<file path="config.mk">
export PLATFORM = sky130hd
export DESIGN_NAME = mmio_timer_pwm
export DESIGN_NICKNAME = d
export VERILOG_FILES = /design/src/rtl/mmio_timer_pwm.sv
export SDC_FILE = /design/constraint.sdc
export NUM_CORES = 1
export LEC_CHECK = 0
export ABC_CLOCK_PERIOD_IN_PS = 2200
export BUFFER_PORTS_ARGS = -buffer_cell sky130_fd_sc_hd__buf_2
export CORE_MARGIN = 2
export CORE_UTILIZATION = 58
export CTS_BUF_LIST = sky130_fd_sc_hd__clkbuf_4
export DETAILED_ROUTE_END_ITERATION = 16
export PLACE_DENSITY = 0.85
export SLEW_MARGIN = 20
export SYNTH_ARGS = -nofsm -noshare
export SYNTH_HDL_FRONTEND = slang
export SYNTH_SLANG_ARGS = --single-unit
</file>
<file path="constraint.sdc">
create_clock -name clk -period 2.2 [get_ports clk]
set_input_delay 0.44 -clock clk [delete_from_list [all_inputs] [get_ports clk]]
set_output_delay 0.44 -clock clk [all_outputs]
set_load 0.02 [all_outputs]
</file>
<file path="src/rtl/mmio_timer_pwm.sv">
// MMIO peripheral: 3-channel LED PWM, micros/millis counters and ID word in an 8-word window.
// Define MMIO_WDT_EN to add the watchdog down-counter at offset 0x18 and drive wdt_bite.
module mmio_timer_pwm #(
    parameter logic [31:0] BASE_ADDR      = 32'hFFFF_FFE0,
    parameter int          CLK_HZ         = 12_000_000,
    parameter bit          LED_ACTIVE_LOW = 1'b1
) (
    input  logic        clk,
    input  logic        rst_n,
    input  logic        write_mem,
    input  logic [31:0] write_address,
    input  logic [31:0] write_data,
    input  logic [31:0] read_address,
    output logic [31:0] read_data,
    output logic        read_hit,
    output logic [2:0]  pwm_out,
    output logic        wdt_bite
);
    localparam int             US_DIV  = CLK_HZ / 1_000_000;
    localparam int             USW     = $clog2(US_DIV);
    localparam logic [USW-1:0] US_LAST = USW'(US_DIV - 1);
    localparam logic [31:0]    ID_WORD = 32'h4D4D_494F;

    logic            wr_hit, rd_hit;
    logic [2:0]      wr_off;
    logic [2:0][7:0] shadow_q, shadow_d, duty_q, duty_d;
    logic [1:0]      ctrl_q, ctrl_d;
    logic [7:0]      pwm_cnt_q;
    logic [2:0]      pwm_q, pwm_d;
    logic [USW-1:0]  us_pre_q, us_pre_d;
    logic [9:0]      ms_pre_q, ms_pre_d;
    logic [31:0]     micros_q, micros_d, millis_q, millis_d;
    logic [31:0]     rdata_q, rdata_d;
    logic            rhit_q;
`ifdef MMIO_WDT_EN
    logic [31:0]     wdt_q, wdt_d;
    logic            armed_q, armed_d, bite_q, bite_d;
`endif

    assign wr_hit = write_mem && (write_address[31:5] == BASE_ADDR[31:5]);
    assign wr_off = write_address[4:2];
    assign rd_hit = read_address[31:5] == BASE_ADDR[31:5];

    always_comb begin
        shadow_d = shadow_q;
        duty_d   = duty_q;
        ctrl_d   = ctrl_q;
        us_pre_d = us_pre_q;
        ms_pre_d = ms_pre_q;
        micros_d = micros_q;
        millis_d = millis_q;
        if (wr_hit) begin
            case (wr_off)
                3'd0:    shadow_d[0] = write_data[7:0];
                3'd1:    shadow_d[1] = write_data[7:0];
                3'd2:    shadow_d[2] = write_data[7:0];
                3'd3:    ctrl_d      = write_data[1:0];
                default: ;
            endcase
        end
        // Active duty only changes at the period boundary so no channel sees a runt pulse.
        if (pwm_cnt_q == 8'hFF) duty_d = shadow_q;
        for (int i = 0; i < 3; i++)
            pwm_d[i] = (ctrl_q[0] && (pwm_cnt_q < duty_q[i])) ^ LED_ACTIVE_LOW;
        if (!ctrl_q[1]) begin
            if (us_pre_q == US_LAST) begin
                us_pre_d = '0;
                micros_d = micros_q + 32'd1;
                if (ms_pre_q == 10'd999) begin
                    ms_pre_d = '0;
                    millis_d = millis_q + 32'd1;
                end else begin
                    ms_pre_d = ms_pre_q + 10'd1;
                end
            end else begin
                us_pre_d = us_pre_q + 1'b1;
            end
        end
`ifdef MMIO_WDT_EN
        wdt_d   = wdt_q;
        armed_d = armed_q;
        bite_d  = 1'b0;
        // A write in the expiry cycle reloads and suppresses the bite.
        if (wr_hit && wr_off == 3'd6) begin
            wdt_d   = write_data;
            armed_d = write_data != 32'd0;
        end else if (armed_q) begin
            wdt_d = wdt_q - 32'd1;
            if (wdt_q == 32'd1) begin
                bite_d  = 1'b1;
                armed_d = 1'b0;
            end
        end
`endif
        rdata_d = '0;
        if (rd_hit) begin
            case (read_address[4:2])
                3'd0: rdata_d = {24'h0, shadow_q[0]};
                3'd1: rdata_d = {24'h0, shadow_q[1]};
                3'd2: rdata_d = {24'h0, shadow_q[2]};
                3'd3: rdata_d = {30'h0, ctrl_q};
                3'd4: rdata_d = micros_q;
                3'd5: rdata_d = millis_q;
`ifdef MMIO_WDT_EN
                3'd6: rdata_d = wdt_q;
`else
                3'd6: rdata_d = '0;
`endif
                default: rdata_d = ID_WORD;
            endcase
        end
    end

    always_ff @(posedge clk or negedge rst_n) begin
        if (!rst_n) begin
            shadow_q  <= '0;
            duty_q    <= '0;
            ctrl_q    <= 2'b01;
            pwm_cnt_q <= '0;
            pwm_q     <= {3{LED_ACTIVE_LOW}};
            us_pre_q  <= '0;
            ms_pre_q  <= '0;
            micros_q  <= '0;
            millis_q  <= '0;
            rdata_q   <= '0;
            rhit_q    <= 1'b0;
        end else begin
            shadow_q  <= shadow_d;
            duty_q    <= duty_d;
            ctrl_q    <= ctrl_d;
            pwm_cnt_q <= pwm_cnt_q + 8'd1;
            pwm_q     <= pwm_d;
            us_pre_q  <= us_pre_d;
            ms_pre_q  <= ms_pre_d;
            micros_q  <= micros_d;
            millis_q  <= millis_d;
            rdata_q   <= rdata_d;
            rhit_q    <= rd_hit;
        end
    end

`ifdef MMIO_WDT_EN
    always_ff @(posedge clk or negedge rst_n) begin
        if (!rst_n) begin
            wdt_q   <= '0;
            armed_q <= 1'b0;
            bite_q  <= 1'b0;
        end else begin
            wdt_q   <= wdt_d;
            armed_q <= armed_d;
            bite_q  <= bite_d;
        end
    end
    assign wdt_bite = bite_q;
`else
    assign wdt_bite = 1'b0;
`endif

    assign read_data = rdata_q;
    assign read_hit  = rhit_q;
    assign pwm_out   = pwm_q;
endmodule

</file>
==> results.py <==
metrics = {
    "sta": {
        "finalMaxSlewViolations": 0,
        "rsz0062_at_grt": "no",
        "slew_headroom_pct": 61.79,
        "finalSetupTns_ns": 0,
        "clock.fmax_mhz": 493.4,
        "finalHoldViolCount": 0,
        "finalSetupViolCount": 0,
        "tightest_slew_ns": 0.5679,
        "skew_ns": 0.01876,
        "period_share_pct": 92.12,
        "fin_crit_ns": 2.027,
    },
    "floorplan": {
        "die_height_um": 121.5,
        "rows": 42,
        "io_pins": 136,
        "die_area_um2": 14770,
        "initial_utilization_pct": 60.01,
        "fp.coreArea_um2": 13350,
        "die_x_um": 121.5,
    },
    "job": {
        "maxCapViolCount": 0,
    },
    "worst_setup_path": {
        "cpPeakStageDelay_ns": 0.44,
        "crit_buf_inv": 0,
        "cp-end-kind": "flop",
        "slowest_stage": "nor3_1",
        "path_class": "flop to flop",
        "crit_chain": "ha_1, and4bb_2, nand4_1, nor3_1, nand3_1, xnor2_1",
        "crit_fanout": 4,
        "crit_path_start_kind": "flop",
        "required_ns": 2.67,
        "crit_arrival_ns": 2.49,
        "r2r_slack_ns": 0.17,
        "crit_family": "simple AND/OR/NAND/NOR gates",
    },
    "clock_tree": {
        "clock_sinks": 172,
        "clk_path_buf_depth": 2,
        "cts-root-buf": "clkbuf_4",
        "cts_buffers": 17,
        "cts_tree": "done",
        "htreeDepth": 4,
        "clkLatencyLatePin_ns": 0.58,
        "clk_pin_slew_ns": 0.13,
    },
    "synthesis": {
        "syn_avg_cell_area_um2": 11.00,
        "syn_inst": 728,
        "synthFlopType": "dfrtp_1",
        "synth_fp_nets": 853,
        "yosys.cell_types.count": 49,
        "synth_edf_count": 0,
        "synthesis.area_um2": 8010,
        "seq_area_frac_synth_pct": 53.80,
        "synth-async-reset-ratio_pct": 100.0,
        "ys.warnings.count": 0,
        "ys_ff_latch": 172,
    },
    "power": {
        "pwr-share-clk_pct": 32.4,
        "p_leak_uw": 0.004367,
        "combPwrFrac_pct": 4.4,
        "swShare_pct": 23.71,
        "ir_drop_mv": 0.2565,
        "p_seq_share_pct": 63.3,
        "powerDensity_nw_per_um2": 549.1,
        "switching_power_uw": 1185,
        "power.internal_uw": 3811,
    },
    "detailed_routing": {
        "drc": 0,
        "vias_per_cell": 5.709,
        "wl_per_cell_um": 16.29,
        "drt-total-wl_um": 16940,
        "drtPass1Iterations": 5,
        "ant_nets": 0,
        "routed-via-count": 5937,
        "drt-initial-drc-count": 591,
    },
    "place": {
        "gp_congestion": 0.8492,
        "io_buffer_count": 106,
        "placed_area_um2": 8841,
        "dp_hpwl_um": 12620,
    },
    "grt": {
        "grt_pass1_wl_um": 27920,
        "grt_overflow": 0,
        "grt_pass1_vias": 5767,
        "antenna_found_initial": 1,
        "grt_max_degree": 55,
        "grt.total_usage_pct": 24.50,
    },
    "outcome": {
        "outcome": "finished, final reports clean",
    },
    "cells_and_area": {
        "drive_gt1_share_pct": 23.75,
        "fin_area_um2": 9099,
        "syn2layout_area_growth_pct": 13.59,
        "fill_cells": 952,
        "nets": 975,
        "multi_input_area_um2": 3483,
        "seq_area_um2": 4309,
    },
    "min_path": {
        "hold_path.class": "input pin to flop",
    },
}
[path summary, 6_finish.rpt]
kind / startpoint / to / cells after the start
worst max-delay path: us_pre_q[0]$_DFFE_PN0N_ / micros_q[20]$_DFFE_PN0P_ / 6
worst min-delay path: write_data[7] / shadow_q[15]$_DFFE_PN0P_ / 2
worst max register to register: us_pre_q[0]$_DFFE_PN0N_ / micros_q[20]$_DFFE_PN0P_ / 6
worst min register to register: micros_q[31]$_DFFE_PN0P_ / micros_q[31]$_DFFE_PN0P_ / 1
max in group asynchronous: rst_n / ctrl_q[0]$_DFFE_PN1P_ / 3
min in group asynchronous: rst_n / duty_q[14]$_DFFE_PN0N_ / 2
[stage by stage]
stage	power, µW	hold slack, ns	util (%)	worst slack (ns)	cells
after CTS	5035	0.09057	68.14	0.1470	1039
after global routing	5198	0.09071	68.17	0.03606	1040
after global placement	3436	0.4248	66.24	0.08598	1006
after detailed placement	3441	0.4281	66.24	0.005737	1006
after floorplan	3281	0.1444	-	0.3064	728
final	4996	0.1192	68.17	0.1734	1040
[cells in the final DEF, fill, tap and decap left out, drive strengths merged, types with 3 or more instances in the layout]
master and n:
clkinvlp 3, nand2 83, a22oi 3, ha 26, clkinv 8, and4 9, nor3 8, o2111ai 3
nor2b 3, and2 8, a21oi 23, nand2b 4, nor4 6, mux2 34, xor2 18, a211oi 4
buf 127, and3 15, nand4 34, nand4b 7, nand3 28, mux2i 17, dfstp 4, nor2 47
clkbuf 19, dfrtp 168, o31ai 4, a21o 3, a31oi 3, xnor2 58, inv 27, o21ai 40
[flip-flops by register name, indices dropped and copies added, names as in the netlist]
signal / cells
ctrl_q: 2
duty_q: 24
micros_q: 32
millis_q: 32
ms_pre_q: 10
pwm_cnt_q: 8
pwm_out: 3
read_data: 32
read_hit: 1
shadow_q: 24
us_pre_q: 4
[worst register-to-register path: cells and delay by family, from the launching register on]
kind	cells	cell delay (ns)
and+or+nand+nor	4	1.11
DFF	1	0.40
adders and majority gates	1	0.27
xor gates and xnor gates	1	0.15
[synth_stat cells, types with 3 or more instances]
cell	number	area share [%]
nor2_1	47	2.2
o2111ai_1	3	0.33
nor3_1	7	0.44
a21o_1	3	0.28
a31oi_1	3	0.23
a22oi_1	3	0.28
xnor2_1	58	6.3
clkbuf_1	13	0.61
a21oi_1	23	1.4
nand4b_1	7	0.77
buf_2	4	0.25
inv_1	26	1.2
and2_1	8	0.62
nand4_1	34	2.7
nor4_1	4	0.31
mux2i_1	17	2.1
nand2b_1	4	0.31
ha_1	26	4.1
xor2_1	18	2.0
nor2b_1	3	0.23
mux2_2	34	4.8
dfstp_2	4	1.3
o21ai_0	40	2.5
a211oi_1	4	0.37
o31ai_1	4	0.37
dfrtp_1	168	52
nand2_1	83	3.9
and3_1	15	1.2
nand3_1	27	1.7
and4_1	9	0.98
buf_1	4	0.19
[power groups by stage]
stage          sequential (µW)  combinational, µW  clock (µW)
2_1_floorplan             3220               58.4           0
3_3_place_gp              3220                214           0
3_5_place_dp              3220                220           0
4_1_cts                   3160                222        1650
5_1_grt                   3160                245        1790
6_report                  3160                218        1620
[timing repair]
action,4_1_cts,5_1_grt
resized for setup,0,1
hold buffers,1,0
endpoints found under the setup margin,0,2
setup buffers,0,0
hold endpoints to repair,47,0
[final cells by class]
type / instances / share of cell area [%]
tap: 176 / 2.420
multi-input combinational: 505 / 38.28
antenna: 1 / 0.02750
timing repair buffer: 128 / 8.155
sequential: 172 / 47.36
clock inverter: 13 / 1.114
inverter: 26 / 1.073
clock buffer: 19 / 1.568
[metal layers]
layer  vias to the layer above  global-route usage, %  share of wire [%]
li1                       2811                      -                  -
met1                      2887                  32.91                 44
met2                       208                  39.47                 48
met3                        31                  5.592                5.9
met4                         0                  8.764                1.8
met5                         -                      0                  0
[kinds of logic after synthesis]
family	share of synthesized area [%]
compound gates	6.514
xor+xnor	8.310
fa+ha+maj	4.061
buf+inv	2.733
flops	53.80
mux	7.466
other cells	0.04682
simple gates	17.07
Power figures use the tool's default switching activity.
